### config.mk
export PLATFORM = sky130hd
export DESIGN_NAME = shaper_event_controller
export DESIGN_NICKNAME = d
export VERILOG_FILES = /design/src/rtl/shaper_event_controller.sv
export SDC_FILE = /design/constraint.sdc
export NUM_CORES = 1
export LEC_CHECK = 0
export CAP_MARGIN = 20
export CORE_UTILIZATION = 45
export DETAILED_ROUTE_END_ITERATION = 12
export PLACE_DENSITY = 0.73
export SETUP_SLACK_MARGIN = 0.02
export SLEW_MARGIN = 0
export SYNTH_ARGS = -nofsm -noshare
export SYNTH_HDL_FRONTEND = slang
export SYNTH_SLANG_ARGS = --single-unit
### constraint.sdc
create_clock -name clk -period 7.5 [get_ports clk]
set_input_delay 1.125 -clock clk [delete_from_list [all_inputs] [get_ports clk]]
set_output_delay 1.125 -clock clk [all_outputs]
set_load 0.01 [all_outputs]
### src/rtl/shaper_event_controller.sv
`default_nettype none
// ============================================================================
// Module      : shaper_event_controller
// Description : Sequences one trapezoidal shaping filter channel. Flushes the
//               filter on enable, triggers on rising threshold crossings,
//               searches for the peak, flags pile-up during holdoff and hands
//               one event per pulse to readout through a single-entry
//               valid/ready register.
// Revision    : 1.0 - initial release
// ============================================================================
module shaper_event_controller #(
  parameter int SIZE_FILTER_DATA = 16,
  parameter int PEAK_DELAY       = 6,
  parameter int HOLDOFF          = 20,
  parameter int FLUSH_CYCLES     = 16,
  parameter int TS_W             = 32,
  parameter int CNT_W            = 16
) (
  input  logic                              clk,
  input  logic                              reset,
  input  logic                              enable,
  input  logic signed [SIZE_FILTER_DATA+4:0] threshold,
  input  logic signed [SIZE_FILTER_DATA+4:0] filt_data,
  output logic                              filt_rst_n,
  output logic                              busy,
  output logic                              event_valid,
  input  logic                              event_ready,
  output logic signed [SIZE_FILTER_DATA+4:0] event_amp,
  output logic [TS_W-1:0]                   event_time,
  output logic                              event_pileup,
  output logic [CNT_W-1:0]                  drop_count
);

  localparam int C_DW = SIZE_FILTER_DATA + 5;

  // One shared sequencing counter covers flush, peak window and holdoff.
  localparam int C_SEQ_MAX = (FLUSH_CYCLES > HOLDOFF)
                           ? ((FLUSH_CYCLES > PEAK_DELAY) ? FLUSH_CYCLES : PEAK_DELAY)
                           : ((HOLDOFF > PEAK_DELAY) ? HOLDOFF : PEAK_DELAY);
  localparam int C_SEQ_W   = $clog2(C_SEQ_MAX + 1);

  localparam logic signed [C_DW-1:0] C_MAX_POS = {1'b0, {(C_DW-1){1'b1}}};

  localparam logic [2:0] S_OFF   = 3'd0;
  localparam logic [2:0] S_FLUSH = 3'd1;
  localparam logic [2:0] S_IDLE  = 3'd2;
  localparam logic [2:0] S_PEAK  = 3'd3;
  localparam logic [2:0] S_HOLD  = 3'd4;

  logic [2:0]              state_q, state_d;
  logic [C_SEQ_W-1:0]      seq_cnt_q, seq_cnt_d;
  logic [TS_W-1:0]         ts_q;
  logic signed [C_DW-1:0]  prev_q;

  // In-flight event being built by the FSM
  logic signed [C_DW-1:0]  amp_q, amp_d;
  logic [TS_W-1:0]         time_q, time_d;
  logic                    pileup_q, pileup_d;

  // Single-entry output event register
  logic                    evt_valid_q, evt_valid_d;
  logic signed [C_DW-1:0]  evt_amp_q, evt_amp_d;
  logic [TS_W-1:0]         evt_time_q, evt_time_d;
  logic                    evt_pileup_q, evt_pileup_d;
  logic [CNT_W-1:0]        drop_q, drop_d;

  logic                    crossing;
  logic                    commit;
  logic                    pop;

  assign crossing = (filt_data >= threshold) && (prev_q < threshold);
  assign pop      = evt_valid_q && event_ready;

  assign filt_rst_n   = (state_q == S_IDLE) || (state_q == S_PEAK) || (state_q == S_HOLD);
  assign busy         = (state_q == S_FLUSH) || (state_q == S_PEAK) || (state_q == S_HOLD);
  assign event_valid  = evt_valid_q;
  assign event_amp    = evt_amp_q;
  assign event_time   = evt_time_q;
  assign event_pileup = evt_pileup_q;
  assign drop_count   = drop_q;

  // Free-running timestamp and previous-sample register; during flush the
  // previous sample is pinned high so the first live sample cannot trigger.
  always_ff @(posedge clk or posedge reset) begin
    if (reset) begin
      ts_q   <= '0;
      prev_q <= '0;
    end else begin
      ts_q   <= ts_q + TS_W'(1);
      prev_q <= (state_q == S_FLUSH) ? C_MAX_POS : filt_data;
    end
  end

  // Sequencer next-state: flush, trigger, peak search, holdoff, abort on disable.
  always_comb begin
    state_d   = state_q;
    seq_cnt_d = seq_cnt_q;
    amp_d     = amp_q;
    time_d    = time_q;
    pileup_d  = pileup_q;
    commit    = 1'b0;
    if ((state_q != S_OFF) && !enable) begin
      state_d = S_OFF;
    end else begin
      case (state_q)
        S_OFF: begin
          if (enable) begin
            state_d   = S_FLUSH;
            seq_cnt_d = '0;
          end
        end
        S_FLUSH: begin
          if (seq_cnt_q == C_SEQ_W'(FLUSH_CYCLES - 1)) begin
            state_d   = S_IDLE;
            seq_cnt_d = '0;
          end else begin
            seq_cnt_d = seq_cnt_q + C_SEQ_W'(1);
          end
        end
        S_IDLE: begin
          if (crossing) begin
            time_d    = ts_q;
            amp_d     = filt_data;
            pileup_d  = 1'b0;
            seq_cnt_d = '0;
            state_d   = S_PEAK;
          end
        end
        S_PEAK: begin
          if (filt_data > amp_q) begin
            amp_d = filt_data;
          end
          if (crossing) begin
            pileup_d = 1'b1;
          end
          if (seq_cnt_q == C_SEQ_W'(PEAK_DELAY - 1)) begin
            state_d   = S_HOLD;
            seq_cnt_d = '0;
          end else begin
            seq_cnt_d = seq_cnt_q + C_SEQ_W'(1);
          end
        end
        S_HOLD: begin
          if (crossing) begin
            pileup_d = 1'b1;
          end
          if (seq_cnt_q == C_SEQ_W'(HOLDOFF - 1)) begin
            commit    = 1'b1;
            state_d   = S_IDLE;
            seq_cnt_d = '0;
          end else begin
            seq_cnt_d = seq_cnt_q + C_SEQ_W'(1);
          end
        end
        default: begin
          state_d = S_OFF;
        end
      endcase
    end
  end

  // Sequencer state and in-flight event registers.
  always_ff @(posedge clk or posedge reset) begin
    if (reset) begin
      state_q   <= S_OFF;
      seq_cnt_q <= '0;
      amp_q     <= '0;
      time_q    <= '0;
      pileup_q  <= 1'b0;
    end else begin
      state_q   <= state_d;
      seq_cnt_q <= seq_cnt_d;
      amp_q     <= amp_d;
      time_q    <= time_d;
      pileup_q  <= pileup_d;
    end
  end

  // Event register next-state: load on commit if free or being popped, else
  // count a drop; a pop without commit empties it but keeps the data.
  always_comb begin
    evt_valid_d  = evt_valid_q;
    evt_amp_d    = evt_amp_q;
    evt_time_d   = evt_time_q;
    evt_pileup_d = evt_pileup_q;
    drop_d       = drop_q;
    if (commit && (!evt_valid_q || pop)) begin
      evt_valid_d  = 1'b1;
      evt_amp_d    = amp_q;
      evt_time_d   = time_q;
      evt_pileup_d = pileup_d;
    end else if (commit) begin
      if (drop_q != {CNT_W{1'b1}}) begin
        drop_d = drop_q + CNT_W'(1);
      end
    end else if (pop) begin
      evt_valid_d = 1'b0;
    end
  end

  // Event register and drop counter storage.
  always_ff @(posedge clk or posedge reset) begin
    if (reset) begin
      evt_valid_q  <= 1'b0;
      evt_amp_q    <= '0;
      evt_time_q   <= '0;
      evt_pileup_q <= 1'b0;
      drop_q       <= '0;
    end else begin
      evt_valid_q  <= evt_valid_d;
      evt_amp_q    <= evt_amp_d;
      evt_time_q   <= evt_time_d;
      evt_pileup_q <= evt_pileup_d;
      drop_q       <= drop_d;
    end
  end

endmodule
`default_nettype wire

# Word-level counts from Yosys, hierarchy flattened
# Index checks and enable logic that the tools add are counted.
totals:
  wordCells: 87
  inputBits: 46
  out_inout_bits: 73
  reg_bits: 186
classes:
  magnitude_cmp: 3
  n_reduce_logical: 23
  n_eq_ne: 17
  bitwise: 2
  addsub: 3
  mux: 27
op_table:
  columns: ["cell", "n"]
  rows:
  - ["two-way mux 21 bit", 3]
  - ["case mux 21 bit (2 select lines)", 1]
  - ["adder 32 x 1 -> 32 bit (second input constant)", 1]
  - ["two-way mux 5 bit", 5]
  - ["case mux 5 bit (5 select lines)", 1]
  - [">= comparator 21 bit", 1]
  - ["> comparator 21 bit", 1]
  - ["< comparator 21 bit", 1]
  - ["two-way mux 3 bit", 6]
  - ["adder 16 x 1 -> 16 bit (second input constant)", 1]
  - ["inequality test 16 bit (second input constant)", 1]
  - ["case mux 3 bit (5 select lines)", 1]
  - ["two-way mux 1 bit", 9]
  - ["inequality test 3 x 1 -> 1 bit (second input constant)", 3]
  - ["AND reduction 4 bit", 2]
  - ["== test 3 x 2 -> 1 bit (second input constant)", 2]
  - ["AND reduction 3 bit", 2]
  - ["adder 5 x 1 -> 5 bit (second input constant)", 1]
  - ["== test 5 x 3 -> 1 bit (second input constant)", 1]
  - ["== test 5 x 4 -> 1 bit (second input constant)", 1]
  - ["== test 5 bit (second input constant)", 1]
  - ["logical OR 1 bit", 5]
  - ["AND reduction 5 bit", 1]
  - ["nonzero test 5 bit", 1]
  - ["other kinds (15)", 23]

# Logic depth before layout (Yosys ltp)
# Gate-level depths: netlist of run 1.
logic_depth:
  depth_word: 7
  depth_mapped: 11
  mapped_depth_nobuf: 10

# Least setup slack after synthesis of run 1
# Ideal clock, no wire load.
synth_path:
  path_kind: "input to register"
  startpoint: "input threshold[20]"
  endpoint: "register amp_q[0]"
  setup_ns: 0.125
  required_ns: 7.375
  path_slack_ns: 4.041
  t_arrival_ns: 3.334
  path_stages: 11
  path_buffers: 1
  path_cell_list: "inv_1 > ha_1 > nand4_2 > nor4_4 > o221ai_2 > and3_1 > o311ai_2 > nand4_4 > a21boi_4 > buf_6 > mux2_4"
synth_between:
  elab_chain_cells: 4
  elab_cells_between_ends: 5
  classes_between: "order compare: 2; eq/ne: 1; reduce/logical: 2"
synth_lines:
  columns: ["element", "line", "text"]
  rows:
  - ["start, declared", "22", "input logic signed [SIZE_FILTER_DATA+4:0] threshold,"]
  - [">= comparator 21 bit / < comparator 21 bit (equally long branches)", "71", "assign crossing = (filt_data >= threshold) && (prev_q < threshold);"]
  - ["logical AND 1 bit *", "71", null]
  - ["inequality test 2 bit (no source line) *", null, null]
  - ["AND reduction 4 bit (no source line) *", null, null]
  - ["end signal, assigned", "173", "amp_q <= amp_d;"]
  - ["end, declared", "56", "logic signed [C_DW-1:0] amp_q, amp_d;"]
# Mark *: on every way between the ends. The rest lies on a longest branch, timed or not.
# A chain may end at the register's enable or synchronous reset.

# Worst setup path after layout of run 1
layout_path:
  startpoint: "input threshold[3]"
  endpoint: "register amp_q[3]"
# The elaborated chain is that of the path after synthesis.

==> impl_metrics.ini, run 1 <==
[sta]
rsz0062_at_grt = false
relSlewSlack = 0.296
worst_pin_slew_ps = 1050
drv_slew = 0
hold_viol = 0
period_share = 0.597
finalClockSkew_ps = 12.9
fmax_mhz = 223
tns_ps = 0
setup_viol = 0
period_needed_ps = 4480

[placement]
numPortBuffers = 118
gp_congestion = 0.848
placedCellCount = 1184
placed_area_sq_mm = 0.0103
hpwl_mm = 13.2

[critical_path]
cp-start-kind = input pin
arrival_ps = 4790
reg2reg_depth = 9
path_class = in2reg
cp_max_fo = 35
end_kind = register
cp.required_ps = 7820

[power]
p_seq_frac = 0.433
power.share.combinational = 0.218
p_total_mw = 2.76
p_sw_mw = 0.802
p_per_area_mw_per_mm2 = 251
vdd_drop_max_mv = 0.176
netSwitchingFraction = 0.291
clock_power_share = 0.349
p_int_mw = 1.95
p_leak_nw = 5.36

[clocking]
cts_buffers = 17
cts_tree = built
clockBufferDepth = 2
clockRootBuffer = clkbuf_16
htree_levels = 4
postCtsHoldBufs = 0
clkTransAtPathRegs_ps = 70
post-cts-setup-buffer-count = 0
clk_latency_ps = 430
cts_num_sinks = 186
ctsResizeCount = 0

[yosys]
ys_warn_count = 0
yosys_register_bits = 186
synth_cells = 819
synthFlopType = dfrtp_1
synth_cell_types = 52
syn_nets = 933
synth_area_per_cell_sq_um = 10.9
yosys-top-cells-area = dfrtp_1, ha_1, nand2_1
async_flop_share = 1.00
synth_top_area_share = 0.524
netlist.top_cell.by_area = dfrtp_1
synth-edff-count = 0
yosysSeqAreaShare = 0.524
syn-cell-area_sq_mm = 0.00889

[worst_hold_path]
whs_path_depth = 2
min_path_type = reg2reg

[detailed_routing]
avgRoutedWirePerCell_um = 15.3
via_count = 6145
drcViolationCount = 0
totalWireLength_mm = 18.7
drt_iter0_drc = 260
final_antenna_net_count = 0
first_pass_iters = 4
vias_per_cell = 5.05

[final_layout]
fill_cells = 1671
seq_area_sq_mm = 0.00465
syn_to_final_growth_pct = 23.7
drive_gt1_frac = 0.126
antenna_cells = 0
mostFrequentLayoutCells = dfrtp_1, nand2_1, clkdlybuf4s50_1, ha_1, inv_1
layout.cells.non_filler = 1217
layout_commonest_cell = dfrtp_1
multiInputGateArea_sq_mm = 0.00393
nets = 1053
final_cell_area_sq_mm = 0.0110
fin_util = 0.567

[floorplan]
die_height_um = 143
io_pins = 119
start_util = 0.458
dieArea_sq_mm = 0.0203
rows = 51
dieWidth_um = 143
core_area_sq_mm = 0.0194

[status]
outcome = finished clean

[grt]
grt_overflow = 0
grt_pass1_wl_mm = 30.9
grt_max_degree = 116
grt_usage = 0.195
antenna_found_initial = 0
grt_pass1_vias = 6222

[job]
cap_violations = 0
## per-layer routing
layer	wire length, um	vias to the layer above	track usage
li1	-	3007	-
met1	8800	3016	0.262
met2	8890	106	0.319
met3	703	16	0.0357
met4	265	0	0.0640
met5	0	-	0
## through the flow
stage               setup WS (ps)  hold slack [ps]
finish                       3020              468
global route                 2730              489
CTS                          2970              472
detailed placement           2530              457
global placement             2570              451
floorplan                    1320              440
## worst max-delay path: stages
cell	delay, ps
clkdlybuf4s50_1	450
inv_1	50
ha_1	330
a2111o_1	450
o221ai_2	180
and3_1	180
o311ai_2	180
nand4_4	480
a21boi_4	930
mux2_2	420
## registers in the layout, summed over array words and instances, names as in the netlist, 3 cells and up
name        flops
amp_q          21
drop_count     16
event_amp      21
event_time     32
prev_q         21
seq_cnt_q       5
state_q         3
time_q         32
ts_q           32
## synthesized netlist by cell type (8+ instances only)
library cell and number:
a21oi_1 22, and3_1 8, clkbuf_1 17, dfrtp_1 186
ha_1 68, inv_1 56, mux2_2 33, mux2_4 20
nand2_1 162, nand3_1 20, nand4_1 19, nor2_1 25
nor3_1 9, o21ai_0 38, or2_2 19, xnor2_1 35
xor2_1 10
## cells by family (layout without fill, tap and decap cells)
| group | count (synthesis) | count (layout) | share of synthesized area |
|---|---|---|---|
| compound gates | 94 | 94 | 0.0684 |
| xor+xnor | 45 | 45 | 0.0443 |
| fa+ha+maj | 68 | 68 | 0.0957 |
| buf+inv | 78 | 211 | 0.0346 |
| flops | 186 | 186 | 0.524 |
| mux | 54 | 54 | 0.0767 |
| simple gates | 294 | 294 | 0.157 |
## power by group through the flow
stage	registers, mW	logic (mW)	clock network [mW]
5_1_grt	1.21	0.682	1.02
2_1_floorplan	1.18	0.458	0
6_report	1.19	0.602	0.962
3_5_place_dp	1.21	0.598	0
4_1_cts	1.19	0.606	0.976
3_3_place_gp	1.21	0.577	0
## layout make-up
cell class / instances / share of cell area
Clock buffer: 17 / 0.0387
Clock inverter: 15 / 0.0185
Inverter: 56 / 0.0196
Multi-Input combinational cell: 555 / 0.357
Sequential cell: 186 / 0.423
Tap cell: 265 / 0.0301
Timing Repair Buffer: 123 / 0.113
## worst paths after layout
check                               start        endpoint  slack, ps
max                          threshold[3]        amp_q[3]       3020
min                        event_time[14]  event_time[14]        470
max reg2reg                    prev_q[16]        amp_q[3]       3860
min reg2reg                event_time[14]  event_time[14]        470
max in group asynchronous           reset      prev_q[10]       5430
min in group asynchronous           reset  event_time[19]        970
No activity file was read; power rests on OpenSTA's default activity.
==> run 2, diff against run 1 <==
Settings changed: PLACE_DENSITY 0.73 to 0.76.
Clock period 7.5 ns to 4 ns, I/O delays scaled along.
==> run 2 against run 1 <==
Net effect:
- total power rose by 84%
- core utilization barely moved
- sequential power rose by 87%
- clock skew fell by 2.3 ps
- register-to-register slack got worse by 3000 ps
- non-clock buffer count rose by 3
- first-iteration DRC count fell by 3.1%
- die area did not move
- clock power rose by 76%
- hold slack barely moved
- combinational power rose by 89%
- critical path type unchanged
- largest cell class unchanged
- highest routed layer unchanged
==> impl_metrics.ini, run 2 (synthesized netlist as in run 1, its figures left out) <==
[status]
outcome = finished clean

[detailed_routing]
final_antenna_net_count = 0
first_pass_iters = 4
drcViolationCount = 0
vias_per_cell = 5.07
via_count = 6182
totalWireLength_mm = 18.9
avgRoutedWirePerCell_um = 15.5
drt_iter0_drc = 252

[sta]
setup_viol = 0
hold_viol = 0
period_needed_ps = 3530
drv_slew = 0
fmax_mhz = 283
finalClockSkew_ps = 10.6
period_share = 0.882
relSlewSlack = 0.285
rsz0062_at_grt = false
worst_pin_slew_ps = 1070
tns_ps = 0

[critical_path]
cp_slowest_cell = a21boi_4
cp_max_fo = 21
startpoint = filt_data[20]
rr_startpoint = prev_q[20]
max_stage_delay_ps = 850
arrival_ps = 3850
cp.required_ps = 4320
path_class = in2reg
end_kind = register
cp-start-kind = input pin
path_cells = clkdlybuf4s50_1 > ha_1 > nand4_2 > nor4_4 > o311ai_2 > nand4_4 > a21boi_4 > mux2_2

[final_layout]
layout_commonest_cell = dfrtp_1
nets = 1056
layout.cells.non_filler = 1220
drive_gt1_frac = 0.129
syn_to_final_growth_pct = 23.6
mostFrequentLayoutCells = dfrtp_1, nand2_1, clkdlybuf4s50_1, ha_1, inv_1
antenna_cells = 0

[power]
p_per_area_mw_per_mm2 = 460
vdd_drop_max_mv = 0.308
p_total_mw = 5.06
p_leak_nw = 5.35

[clocking]
cts_num_sinks = 186
clk_latency_ps = 430
clkTransAtPathRegs_ps = 70
post-cts-setup-buffer-count = 0
cts_tree = built
cts_buffers = 17
htree_levels = 4
clockRootBuffer = clkbuf_16
clockBufferDepth = 2
postCtsHoldBufs = 0
ctsResizeCount = 0

[floorplan]
core_area_sq_mm = 0.0194
io_pins = 119
rows = 51
dieArea_sq_mm = 0.0203
die_height_um = 143
dieWidth_um = 143
start_util = 0.458

[grt]
grt_max_degree = 74
grt_pass1_vias = 6441
grt_overflow = 0
antenna_found_initial = 0
grt_pass1_wl_mm = 31.3
grt_usage = 0.198

[job]
cap_violations = 0

[worst_hold_path]
hp-start = event_time[22]
min_path_type = reg2reg

[placement]
placedCellCount = 1188
numPortBuffers = 118
gp_congestion = 0.861
hpwl_mm = 13.5
-- run 2: per-layer routing --
metal / global-route usage / share of wire / up-vias
li1: - / - / 3016
met1: 0.256 / 0.46 / 3015
met2: 0.329 / 0.48 / 129
met3: 0.0424 / 0.048 / 22
met4: 0.0702 / 0.017 / 0
met5: 0 / 0 / -
-- run 2: final cells by class --
class,count,area (sq um)
flip-flops and latches,186,4650
inverters,56,214
well taps,265,332
repair buffers,126,1270
clock buffers,18,439
multi-input cells,555,3930
clock inverters,14,155
fillers,1664,8410
-- run 2: final timing paths --
| check | end | slack, ps | cells past startpoint |
|---|---|---|---|
| worst max-delay path | amp_q[3] | 470 | 8 |
| worst min-delay path | event_time[22] | 470 | 2 |
| worst max register to register | amp_q[3] | 870 | 8 |
| worst min register to register | event_time[22] | 470 | 2 |
| max in group asynchronous | ts_q[5] | 2510 | 3 |
| min in group asynchronous | drop_count[6] | 680 | 2 |
-- run 2: metrics by stage --
| stage | util | area, sq um | hold slack (ps) | worst slack [ps] |
|---|---|---|---|---|
| final | 0.566 | 11000 | 468 | 471 |
| after detailed placement | 0.536 | 10400 | 455 | 24.6 |
| after global routing | 0.566 | 11000 | 501 | 262 |
| after global placement | 0.536 | 10400 | 450 | 92.7 |
| after CTS | 0.566 | 11000 | 472 | 481 |
| after floorplan | - | 8890 | 440 | 1010 |
-- run 2: power breakdown --
| group | internal [mW] | switching (mW) |
|---|---|---|
| logic | 0.555 | 0.582 |
| clock network | 0.903 | 0.791 |
| registers | 2.10 | 0.131 |
-- run 2: critical path, delay by kind of cell --
family                     cells  cell delay, ps
buffers and inverters          1             540
muxes                          1             420
AOI/OAI and AO/OA              2            1040
and+or+nand+nor                3             750
adders and majority gates      1             460
